`config.mk`:
```
export PLATFORM = sky130hd
export DESIGN_NAME = axi_sdram_arbiter
export DESIGN_NICKNAME = d
export VERILOG_FILES = /design/src/rtl/axi_arb_pkg.sv /design/src/rtl/axi_rr_arb2.sv /design/src/rtl/axi_sdram_arbiter.sv
export SDC_FILE = /design/constraint.sdc
export NUM_CORES = 1
export LEC_CHECK = 0
export CAP_MARGIN = 20
export CORE_AREA = 2 2 248 250
export CTS_CLUSTER_DIAMETER = 100
export DETAILED_ROUTE_END_ITERATION = 8
export DIE_AREA = 0 0 250 252
export GPL_TIMING_DRIVEN = 0
export PLACE_DENSITY = 0.32
export RECOVER_POWER = 50
export SYNTH_ARGS = -nofsm -noshare
export SYNTH_HDL_FRONTEND = slang
export SYNTH_SLANG_ARGS = --single-unit
```
`constraint.sdc`:
```
create_clock -name clock -period 3.29 [get_ports clock]
set_clock_uncertainty 0.15 [all_clocks]
set_input_delay 0.329 -clock clock [delete_from_list [all_inputs] [get_ports clock]]
set_output_delay 0.329 -clock clock [all_outputs]
set_load 0.02 [all_outputs]
```
`src/rtl/axi_arb_pkg.sv`:
```
// rtl/axi_arb_pkg.sv - shared state encodings and AXI response codes for the SDRAM arbiter
// Purpose: FSM state types for the read/write channel sequencers and AXI resp codes.
// Ports: none (package).
package axi_arb_pkg;

  typedef enum logic [1:0] {
    R_IDLE = 2'd0,
    R_ADDR = 2'd1,
    R_DATA = 2'd2
  } rd_state_e;

  typedef enum logic [1:0] {
    W_IDLE = 2'd0,
    W_ADDR = 2'd1,
    W_DATA = 2'd2,
    W_RESP = 2'd3
  } wr_state_e;

  localparam logic [1:0] OKAY   = 2'b00;
  localparam logic [1:0] SLVERR = 2'b10;

endpackage

```
`src/rtl/axi_rr_arb2.sv`:
```
// rtl/axi_rr_arb2.sv - two-way arbiter with registered grant and round-robin pointer
// Purpose: picks one of two requesters when i_capture is high; the pointer decides ties.
// Ports:
//   clock, reset      - clock, synchronous active-high reset
//   i_req0, i_req1    - request lines of master 0 / master 1
//   i_capture         - channel idle: latch a new grant if anyone requests
//   i_done            - burst complete: advance the pointer
//   o_grant           - registered grant index (0 = master 0, 1 = master 1)
module axi_rr_arb2 #(
  parameter int RR_EN = 1
) (
  input  logic clock,
  input  logic reset,
  input  logic i_req0,
  input  logic i_req1,
  input  logic i_capture,
  input  logic i_done,
  output logic o_grant
);

  logic r_grant;
  logic r_ptr;

  always_ff @(posedge clock) begin
    if (reset) begin
      r_grant <= 1'b0;
      r_ptr   <= 1'b0;
    end else begin
      // A lone requester always wins; only a tie consults the pointer.
      if (i_capture && (i_req0 || i_req1))
        r_grant <= (i_req0 && i_req1) ? r_ptr : i_req1;
      // Pointer favours the master that was just not served; pinned to s0 when fixed.
      if (i_done)
        r_ptr <= (RR_EN != 0) ? ~r_grant : 1'b0;
    end
  end

  assign o_grant = r_grant;

endmodule

```
`src/rtl/axi_sdram_arbiter.sv`:
```
// rtl/axi_sdram_arbiter.sv - two-master to one-slave AXI4 arbiter in front of the SDRAM port
// Purpose: s0 (instruction fetch) and s1 (load/store) share one AXI4 slave. Read and
//   write channels are arbitrated independently, one burst outstanding per direction.
//   Datapath muxing is combinational off the registered grant; the only added latency
//   is the idle-to-address cycle per burst.
// Ports:
//   clock, reset          - clock, synchronous active-high reset
//   s0_* / s1_*           - AXI4 slave-side ports of the two masters (AW, W, B, AR, R)
//   out_*                 - AXI4 master-side port towards the SDRAM in_* port
module axi_sdram_arbiter
  import axi_arb_pkg::*;
#(
  parameter int ADDR_W = 32,
  parameter int DATA_W = 32,
  parameter int ID_W   = 4,
  parameter int RR_EN  = 1
) (
  input  logic                  clock,
  input  logic                  reset,
  // s0
  input  logic                  s0_awvalid,
  output logic                  s0_awready,
  input  logic [ADDR_W-1:0]     s0_awaddr,
  input  logic [ID_W-1:0]       s0_awid,
  input  logic [7:0]            s0_awlen,
  input  logic [2:0]            s0_awsize,
  input  logic [1:0]            s0_awburst,
  input  logic                  s0_awlock,
  input  logic [3:0]            s0_awcache,
  input  logic [2:0]            s0_awprot,
  input  logic [3:0]            s0_awqos,
  input  logic                  s0_wvalid,
  output logic                  s0_wready,
  input  logic [DATA_W-1:0]     s0_wdata,
  input  logic [DATA_W/8-1:0]   s0_wstrb,
  input  logic                  s0_wlast,
  output logic                  s0_bvalid,
  input  logic                  s0_bready,
  output logic [1:0]            s0_bresp,
  output logic [ID_W-1:0]       s0_bid,
  input  logic                  s0_arvalid,
  output logic                  s0_arready,
  input  logic [ADDR_W-1:0]     s0_araddr,
  input  logic [ID_W-1:0]       s0_arid,
  input  logic [7:0]            s0_arlen,
  input  logic [2:0]            s0_arsize,
  input  logic [1:0]            s0_arburst,
  input  logic                  s0_arlock,
  input  logic [3:0]            s0_arcache,
  input  logic [2:0]            s0_arprot,
  input  logic [3:0]            s0_arqos,
  output logic                  s0_rvalid,
  input  logic                  s0_rready,
  output logic [DATA_W-1:0]     s0_rdata,
  output logic [1:0]            s0_rresp,
  output logic                  s0_rlast,
  output logic [ID_W-1:0]       s0_rid,
  // s1
  input  logic                  s1_awvalid,
  output logic                  s1_awready,
  input  logic [ADDR_W-1:0]     s1_awaddr,
  input  logic [ID_W-1:0]       s1_awid,
  input  logic [7:0]            s1_awlen,
  input  logic [2:0]            s1_awsize,
  input  logic [1:0]            s1_awburst,
  input  logic                  s1_awlock,
  input  logic [3:0]            s1_awcache,
  input  logic [2:0]            s1_awprot,
  input  logic [3:0]            s1_awqos,
  input  logic                  s1_wvalid,
  output logic                  s1_wready,
  input  logic [DATA_W-1:0]     s1_wdata,
  input  logic [DATA_W/8-1:0]   s1_wstrb,
  input  logic                  s1_wlast,
  output logic                  s1_bvalid,
  input  logic                  s1_bready,
  output logic [1:0]            s1_bresp,
  output logic [ID_W-1:0]       s1_bid,
  input  logic                  s1_arvalid,
  output logic                  s1_arready,
  input  logic [ADDR_W-1:0]     s1_araddr,
  input  logic [ID_W-1:0]       s1_arid,
  input  logic [7:0]            s1_arlen,
  input  logic [2:0]            s1_arsize,
  input  logic [1:0]            s1_arburst,
  input  logic                  s1_arlock,
  input  logic [3:0]            s1_arcache,
  input  logic [2:0]            s1_arprot,
  input  logic [3:0]            s1_arqos,
  output logic                  s1_rvalid,
  input  logic                  s1_rready,
  output logic [DATA_W-1:0]     s1_rdata,
  output logic [1:0]            s1_rresp,
  output logic                  s1_rlast,
  output logic [ID_W-1:0]       s1_rid,
  // downstream
  output logic                  out_awvalid,
  input  logic                  out_awready,
  output logic [ADDR_W-1:0]     out_awaddr,
  output logic [ID_W-1:0]       out_awid,
  output logic [7:0]            out_awlen,
  output logic [2:0]            out_awsize,
  output logic [1:0]            out_awburst,
  output logic                  out_awlock,
  output logic [3:0]            out_awcache,
  output logic [2:0]            out_awprot,
  output logic [3:0]            out_awqos,
  output logic                  out_wvalid,
  input  logic                  out_wready,
  output logic [DATA_W-1:0]     out_wdata,
  output logic [DATA_W/8-1:0]   out_wstrb,
  output logic                  out_wlast,
  input  logic                  out_bvalid,
  output logic                  out_bready,
  input  logic [1:0]            out_bresp,
  input  logic [ID_W-1:0]       out_bid,
  output logic                  out_arvalid,
  input  logic                  out_arready,
  output logic [ADDR_W-1:0]     out_araddr,
  output logic [ID_W-1:0]       out_arid,
  output logic [7:0]            out_arlen,
  output logic [2:0]            out_arsize,
  output logic [1:0]            out_arburst,
  output logic                  out_arlock,
  output logic [3:0]            out_arcache,
  output logic [2:0]            out_arprot,
  output logic [3:0]            out_arqos,
  input  logic                  out_rvalid,
  output logic                  out_rready,
  input  logic [DATA_W-1:0]     out_rdata,
  input  logic [1:0]            out_rresp,
  input  logic                  out_rlast,
  input  logic [ID_W-1:0]       out_rid
);

  rd_state_e r_rd_state;
  wr_state_e r_wr_state;

  logic w_rg;          // read grant index
  logic w_wg;          // write grant index
  logic w_rd_idle, w_rd_addr, w_rd_data;
  logic w_wr_idle, w_wr_addr, w_wr_data, w_wr_resp;
  logic w_rd_done, w_wr_done;

  assign w_rd_idle = (r_rd_state == R_IDLE);
  assign w_rd_addr = (r_rd_state == R_ADDR);
  assign w_rd_data = (r_rd_state == R_DATA);
  assign w_wr_idle = (r_wr_state == W_IDLE);
  assign w_wr_addr = (r_wr_state == W_ADDR);
  assign w_wr_data = (r_wr_state == W_DATA);
  assign w_wr_resp = (r_wr_state == W_RESP);

  assign w_rd_done = w_rd_data && out_rvalid && out_rready && out_rlast;
  assign w_wr_done = w_wr_resp && out_bvalid && out_bready;

  axi_rr_arb2 #(.RR_EN(RR_EN)) u_rd_arb (
    .clock     (clock),
    .reset     (reset),
    .i_req0    (s0_arvalid),
    .i_req1    (s1_arvalid),
    .i_capture (w_rd_idle),
    .i_done    (w_rd_done),
    .o_grant   (w_rg)
  );

  axi_rr_arb2 #(.RR_EN(RR_EN)) u_wr_arb (
    .clock     (clock),
    .reset     (reset),
    .i_req0    (s0_awvalid),
    .i_req1    (s1_awvalid),
    .i_capture (w_wr_idle),
    .i_done    (w_wr_done),
    .o_grant   (w_wg)
  );

  // Read sequencer
  always_ff @(posedge clock) begin
    if (reset) begin
      r_rd_state <= R_IDLE;
    end else begin
      case (r_rd_state)
        R_IDLE: if (s0_arvalid || s1_arvalid) r_rd_state <= R_ADDR;
        R_ADDR: if (out_arvalid && out_arready) r_rd_state <= R_DATA;
        R_DATA: if (w_rd_done) r_rd_state <= R_IDLE;
        default: r_rd_state <= R_IDLE;
      endcase
    end
  end

  // Write sequencer
  always_ff @(posedge clock) begin
    if (reset) begin
      r_wr_state <= W_IDLE;
    end else begin
      case (r_wr_state)
        W_IDLE: if (s0_awvalid || s1_awvalid) r_wr_state <= W_ADDR;
        W_ADDR: if (out_awvalid && out_awready) r_wr_state <= W_DATA;
        W_DATA: if (out_wvalid && out_wready && out_wlast) r_wr_state <= W_RESP;
        W_RESP: if (w_wr_done) r_wr_state <= W_IDLE;
        default: r_wr_state <= W_IDLE;
      endcase
    end
  end

  // AR channel: payload muxed freely, only valid/ready are state-gated.
  assign out_arvalid = w_rd_addr && (w_rg ? s1_arvalid : s0_arvalid);
  assign out_araddr  = w_rg ? s1_araddr  : s0_araddr;
  assign out_arid    = w_rg ? s1_arid    : s0_arid;
  assign out_arlen   = w_rg ? s1_arlen   : s0_arlen;
  assign out_arsize  = w_rg ? s1_arsize  : s0_arsize;
  assign out_arburst = w_rg ? s1_arburst : s0_arburst;
  assign out_arlock  = w_rg ? s1_arlock  : s0_arlock;
  assign out_arcache = w_rg ? s1_arcache : s0_arcache;
  assign out_arprot  = w_rg ? s1_arprot  : s0_arprot;
  assign out_arqos   = w_rg ? s1_arqos   : s0_arqos;
  assign s0_arready  = w_rd_addr && !w_rg && out_arready;
  assign s1_arready  = w_rd_addr &&  w_rg && out_arready;

  // R channel: a stray out_rvalid outside R_DATA stays pending downstream.
  assign out_rready  = w_rd_data && (w_rg ? s1_rready : s0_rready);
  assign s0_rvalid   = w_rd_data && !w_rg && out_rvalid;
  assign s1_rvalid   = w_rd_data &&  w_rg && out_rvalid;
  assign s0_rdata    = out_rdata;
  assign s1_rdata    = out_rdata;
  assign s0_rresp    = out_rresp;
  assign s1_rresp    = out_rresp;
  assign s0_rlast    = out_rlast;
  assign s1_rlast    = out_rlast;
  assign s0_rid      = out_rid;
  assign s1_rid      = out_rid;

  // AW channel
  assign out_awvalid = w_wr_addr && (w_wg ? s1_awvalid : s0_awvalid);
  assign out_awaddr  = w_wg ? s1_awaddr  : s0_awaddr;
  assign out_awid    = w_wg ? s1_awid    : s0_awid;
  assign out_awlen   = w_wg ? s1_awlen   : s0_awlen;
  assign out_awsize  = w_wg ? s1_awsize  : s0_awsize;
  assign out_awburst = w_wg ? s1_awburst : s0_awburst;
  assign out_awlock  = w_wg ? s1_awlock  : s0_awlock;
  assign out_awcache = w_wg ? s1_awcache : s0_awcache;
  assign out_awprot  = w_wg ? s1_awprot  : s0_awprot;
  assign out_awqos   = w_wg ? s1_awqos   : s0_awqos;
  assign s0_awready  = w_wr_addr && !w_wg && out_awready;
  assign s1_awready  = w_wr_addr &&  w_wg && out_awready;

  // W channel: beats held off until the address has been accepted.
  assign out_wvalid  = w_wr_data && (w_wg ? s1_wvalid : s0_wvalid);
  assign out_wdata   = w_wg ? s1_wdata : s0_wdata;
  assign out_wstrb   = w_wg ? s1_wstrb : s0_wstrb;
  assign out_wlast   = w_wg ? s1_wlast : s0_wlast;
  assign s0_wready   = w_wr_data && !w_wg && out_wready;
  assign s1_wready   = w_wr_data &&  w_wg && out_wready;

  // B channel
  assign out_bready  = w_wr_resp && (w_wg ? s1_bready : s0_bready);
  assign s0_bvalid   = w_wr_resp && !w_wg && out_bvalid;
  assign s1_bvalid   = w_wr_resp &&  w_wg && out_bvalid;
  assign s0_bresp    = out_bresp;
  assign s1_bresp    = out_bresp;
  assign s0_bid      = out_bid;
  assign s1_bid      = out_bid;

endmodule
```
After elaboration in Yosys (flattened, before gate mapping) --
Index checks and enable logic that the tools add are counted.
Operators by class: eq/ne operators 12, multiplexer cells 37, bitwise operators 2, reduce and logical (&&, ||, !) cells 46
Operators with widths (count):
- 32-bit 2-to-1 mux | 3
- 1-bit logical AND | 38
- 4-bit 2-to-1 mux | 7
- 2-bit 2-to-1 mux | 9
- 8-bit 2-to-1 mux | 2
- 3-bit 2-to-1 mux | 4
- 1-bit 2-to-1 mux | 10
- 2-bit by 1-bit != test with 1-bit output (second input constant) | 5
- 2-bit case mux with 4 select lines | 1
- 2-bit == test (second input constant) | 3
- 2-bit case mux with 3 select lines | 1
- 2-bit by 1-bit == test with 1-bit output (second input constant) | 2
- 2-bit logical NOT | 2
- 2-bit != test (second input constant) | 2
- 4-bit AND reduction | 1
- 3-bit AND reduction | 1
- 1-bit logical NOT | 2
- 1-bit logical OR | 2
- 1-bit NOT | 2
Storage, ports and cells: register bits after elaboration 8, output and inout port bits 264

Longest topological paths before layout --
Gate-level depths: netlist of the first run.
depth in word-level cells 6, gate-level depth with buffers 6, gate-level depth less buffers 5

Hierarchy --
A second synthesis of the first run with hierarchy kept.
Second synthesis, totals: cells, all modules 345, area total of the unflattened synthesis 3184.3 um2
Modules (own cells, without submodules):
- axi_sdram_arbiter | instances 1, cells each 329, area each 3036.7 um2, seq. area each 80.1 um2
- axi_rr_arb2 | instances 2, cells each 8, area each 73.8 um2, seq. area each 40.0 um2

Worst setup path after synthesis of the first run --
No wires, ideal clock.
kind register to output, from register u_rd_arb.r_grant, in the netlist u_rd_arb.o_grant, to output s1_arready, arrival time 1.383 ns, required time 2.811 ns, setup slack 1.428 ns, stages on the path, launching flop included 6, cells stage by stage dfxtp_1 -> buf_2 -> buf_2 -> buf_2 -> inv_1 -> nor3_1
Between the ends: longest elaborated chain between the ends 2
Ends and longest elaborated chain:
- start, declared | RTL line axi_rr_arb2.sv:21 | logic r_grant;
- start signal, assigned | RTL line axi_rr_arb2.sv:31 | r_grant <= (i_req0 && i_req1) ? r_ptr : i_req1;
- 1-bit logical AND (2 in a row) | RTL line axi_sdram_arbiter.sv:217 | assign s1_arready = w_rd_addr && w_rg && out_arready;
- end, declared | RTL line axi_sdram_arbiter.sv:80 | output logic s1_arready,
No other way between the ends.

Final worst setup path of the first run --
from register u_wr_arb.r_grant, in the netlist u_wr_arb.o_grant, to output out_wdata[29]
Between the ends: longest elaborated chain between the ends 1
Ends and longest elaborated chain:
- start, declared | RTL line axi_rr_arb2.sv:21
- start signal, assigned | RTL line axi_rr_arb2.sv:31
- 32-bit 2-to-1 mux | RTL line axi_sdram_arbiter.sv:248 | assign out_wdata = w_wg ? s1_wdata : s0_wdata;
- end, declared | RTL line axi_sdram_arbiter.sv:110 | output logic [DATA_W-1:0] out_wdata,
No other way between the ends.

==> key figures, run 1 <==
Run status
  – Run status: finished clean

Global routing
  – Total track usage: 0.0759
  – Global-route wire length before repair: 35.3 mm
  – M1 GR Usage: 0.0701
  – Global Route met3 Usage: 0.0336
  – Met2 track demand over resource: 0.153
  – Initial antenna violation count: 8
  – Pin count of the biggest net entering global routing: 11
  – Via count of the first global-routing pass: 5267
  – Most utilized layer in the global route result: met2
  – Gr ovfl total: 0

Clock network
  – Total setup buffers inserted after CTS: 0
  – Number of levels in the clock H-tree: 1
  – Source-to-sink clock delay at the later pin of the worst-skew pair: 240 ps
  – Clock Pin Slew Worst Setup and Hold Paths: 40 ps
  – Clock buffers created by TritonCTS: 3
  – Clock Tree Root: clkbuf_16
  – TritonCTS clock tree: done
  – Number of clock sinks: 8
  – Maximum buffer depth of the clock tree: 2
  – Count of hold buffers inserted by post-cts repair: 0
  – Count of instances resized after the clock tree is built: 0

Logic synthesis
  – Cell area after synthesis: 3220 µm²
  – Mean cell area of the mapped netlist: 9.14 µm²
  – Post-synthesis instance total: 352
  – Proportion of netlist area held by the largest area contributor: 0.553
  – Count leader, synth: mux2_2
  – Flip-flop and latch count after synthesis: 8
  – Synth Net Count: 737
  – Commonest cells post-synth: mux2_2 (158), buf_4 (100), nor2_1 (15), buf_2 (10), inv_1 (9)
  – Count of cell types in the netlist: 28
  – Async set-or-reset flop fraction in the synthesized netlist: 0
  – Number of synthesized flops with an enable pin: 0
  – Cell types occupying the most area after synthesis: mux2_2 (55%), buf_4 (23%), dfxtp_1 (5.0%), mux2i_1 (2.5%), ha_1 (1.9%)
  – Main flop type after synthesis: dfxtp_1
  – Count of synthesis-stage warnings from yosys: 0
  – Register area share after synthesis: 0.0498
  – Post-synth top area cell: mux2_2

Layout
  – Total Nets Final: 1340
  – Area overhead of the layout relative to synthesis: 219%
  – Final design area excluding fillers: 10300 µm²
  – Number of inserted filler cells in the final layout: 6804
  – Layout cell share with drive strength beyond 1: 0.280
  – Share of the core filled with cells: 0.171
  – Non-filler cells in the finished layout: 1738
  – Area of combinational cells with multiple inputs: 2220 µm²
  – Area occupied by registers: 160 µm²

Placed design
  – Count of input and output buffers: 598
  – Placed insts: 1732
  – Detailed placement HPWL: 24.1 mm
  – Area post-placement: 10200 µm²
  – Placer Congestion: 0.704

STA
  – Setup Viol. Count Final: 0
  – Transition at the pin with the smallest max-transition slack: 736 ps
  – Minimum clock period after layout: 2860 ps
  – Hold Fails Final Rpt: 0
  – Tightest hold margin: 342 ps
  – Post-Route Setup TNS: 0 ps
  – Worst slew margin: 0.510
  – Number of pins exceeding their max-slew limit in the final report: 0
  – Top achievable clock speed: 0.349 GHz
  – Final period util: 0.870
  – Setup repair after global routing missed its margin: no

Die
  – Vertical die dimension: 252 µm
  – Cell row count: 90
  – Io pins: 644
  – Die ar.: 63000 µm²
  – Effective utilization at floorplan: 0.0535
  – Placeable core region: 60100 µm²
  – Die extent in x: 250 µm

Power
  – Peak supply drop: 0.000107 V
  – Pwr dens: 242 nW/µm²
  – Leakage power: 3.79 nW

Drt
  – Number of iterations in the first detailed-routing pass: 3
  – Vias per std cell: 2.83
  – Post-detailed-route wirelength per cell: 15.1 µm
  – Number of remaining DRC errors: 0
  – Vias: 4926
  – Total Routed Length: 26.3 mm
  – Number of nets with antenna violations after routing: 0
  – Drt first-iter violations: 78

Critical path
  – Worst endpoint data arrival time: 2380 ps
  – Endpoint kind of the worst setup timing path: primary output
  – Worst EP required: 2810 ps
  – Largest fanout of any net on the critical path: 10
  – Critical path type: flop to primary output
  – Critical Path Source Type: flop

Run
  – Maxcap violations: 0

Min path
  – Worst min-delay path category: flop to flop
-- path summary, 6_finish.rpt --
check,end,slack (ps),startpoint,depth (start not counted)
max,out_wdata[29],430,u_wr_arb.o_grant,5
min,u_rd_arb.r_ptr,340,u_rd_arb.r_ptr,2
max reg2reg,u_wr_arb.r_ptr,1540,u_wr_arb.o_grant,6
min reg2reg,u_rd_arb.r_ptr,340,u_rd_arb.r_ptr,2
-- power by group --
group          total (W)  switching, W  internal [W]
logic            0.00213      0.000913       0.00121
registers       0.000134     0.0000175      0.000117
clock network   0.000218     0.0000603      0.000158
total            0.00248      0.000991       0.00149
-- stage by stage --
step | setup WS, ps | total power, W
after global routing | 302 | 0.00263
after global placement | 587 | 0.00236
after CTS | 314 | 0.00259
final | 427 | 0.00248
after detailed placement | 582 | 0.00234
after floorplan | 1430 | 0.00117
-- cells in the final DEF, fill, tap and decap left out, types with 4 or more instances in the layout --
cell / count
ha_1: 5
buf_2: 6
mux2_2: 158
inv_1: 9
nor2b_1: 5
clkbuf_1: 4
clkdlybuf4s50_1: 473
dlygate4sd3_1: 125
nor2_1: 15
dfxtp_1: 8
nand2b_1: 6
nand2_1: 6
mux2i_1: 8
buf_4: 100
-- flip-flops by register name, summed over array words and instances, names as in the netlist --
signal / count
u_rd_arb.o_grant: 1
r_wr_state: 2
u_wr_arb.o_grant: 1
u_wr_arb.r_ptr: 1
r_rd_state: 2
u_rd_arb.r_ptr: 1
-- metal layers --
| metal | part of all wire | vias up |
|---|---|---|
| met4 | 0.0057 | 10 |
| met3 | 0.11 | 18 |
| li1 | - | 2353 |
| met1 | 0.33 | 2202 |
| met5 | 0.0027 | - |
| met2 | 0.56 | 343 |
-- critical path, cell delays in order, from the launching register on --
cell and delay (ps):
dfxtp_1 300, buf_4 200, buf_2 360, buf_2 320, mux2_2 410, clkdlybuf4s50_1 550
-- layout make-up --
type / instances / share of cell area
inverter: 9 / 0.00329
antenna: 3 / 0.000732
clock buffer: 3 / 0.00732
tap: 782 / 0.0954
sequential: 8 / 0.0156
buffer: 111 / 0.0780
timing repair buffer: 598 / 0.584
multi-input combinational: 224 / 0.216
-- cells by family (layout without fill, tap and decap cells) --
family | Yosys count | after routing | synth area share
other | 0 | 3 | 0
buffers and inverters | 120 | 721 | 0.261
AND/OR/NAND/NOR | 41 | 41 | 0.0634
multiplexers | 166 | 166 | 0.578
flip-flops | 8 | 8 | 0.0498
AO/OA/AOI/OAI | 12 | 12 | 0.0284
adder cells (fa/ha/maj) | 5 | 5 | 0.0195
Power figures use the tool's default switching activity.
==> inputs of run 2 (changes only) <==
SLEW_MARGIN = 20   (was default)
==> results of run 2 <==
No change in the layout: final DEF, timing and power equal those of run 1.
==> inputs of run 3 (changes only) <==
SKIP_CTS_REPAIR_TIMING = 1   (was default)
==> results of run 3 <==
No change in the layout: final DEF, timing and power equal those of run 1.
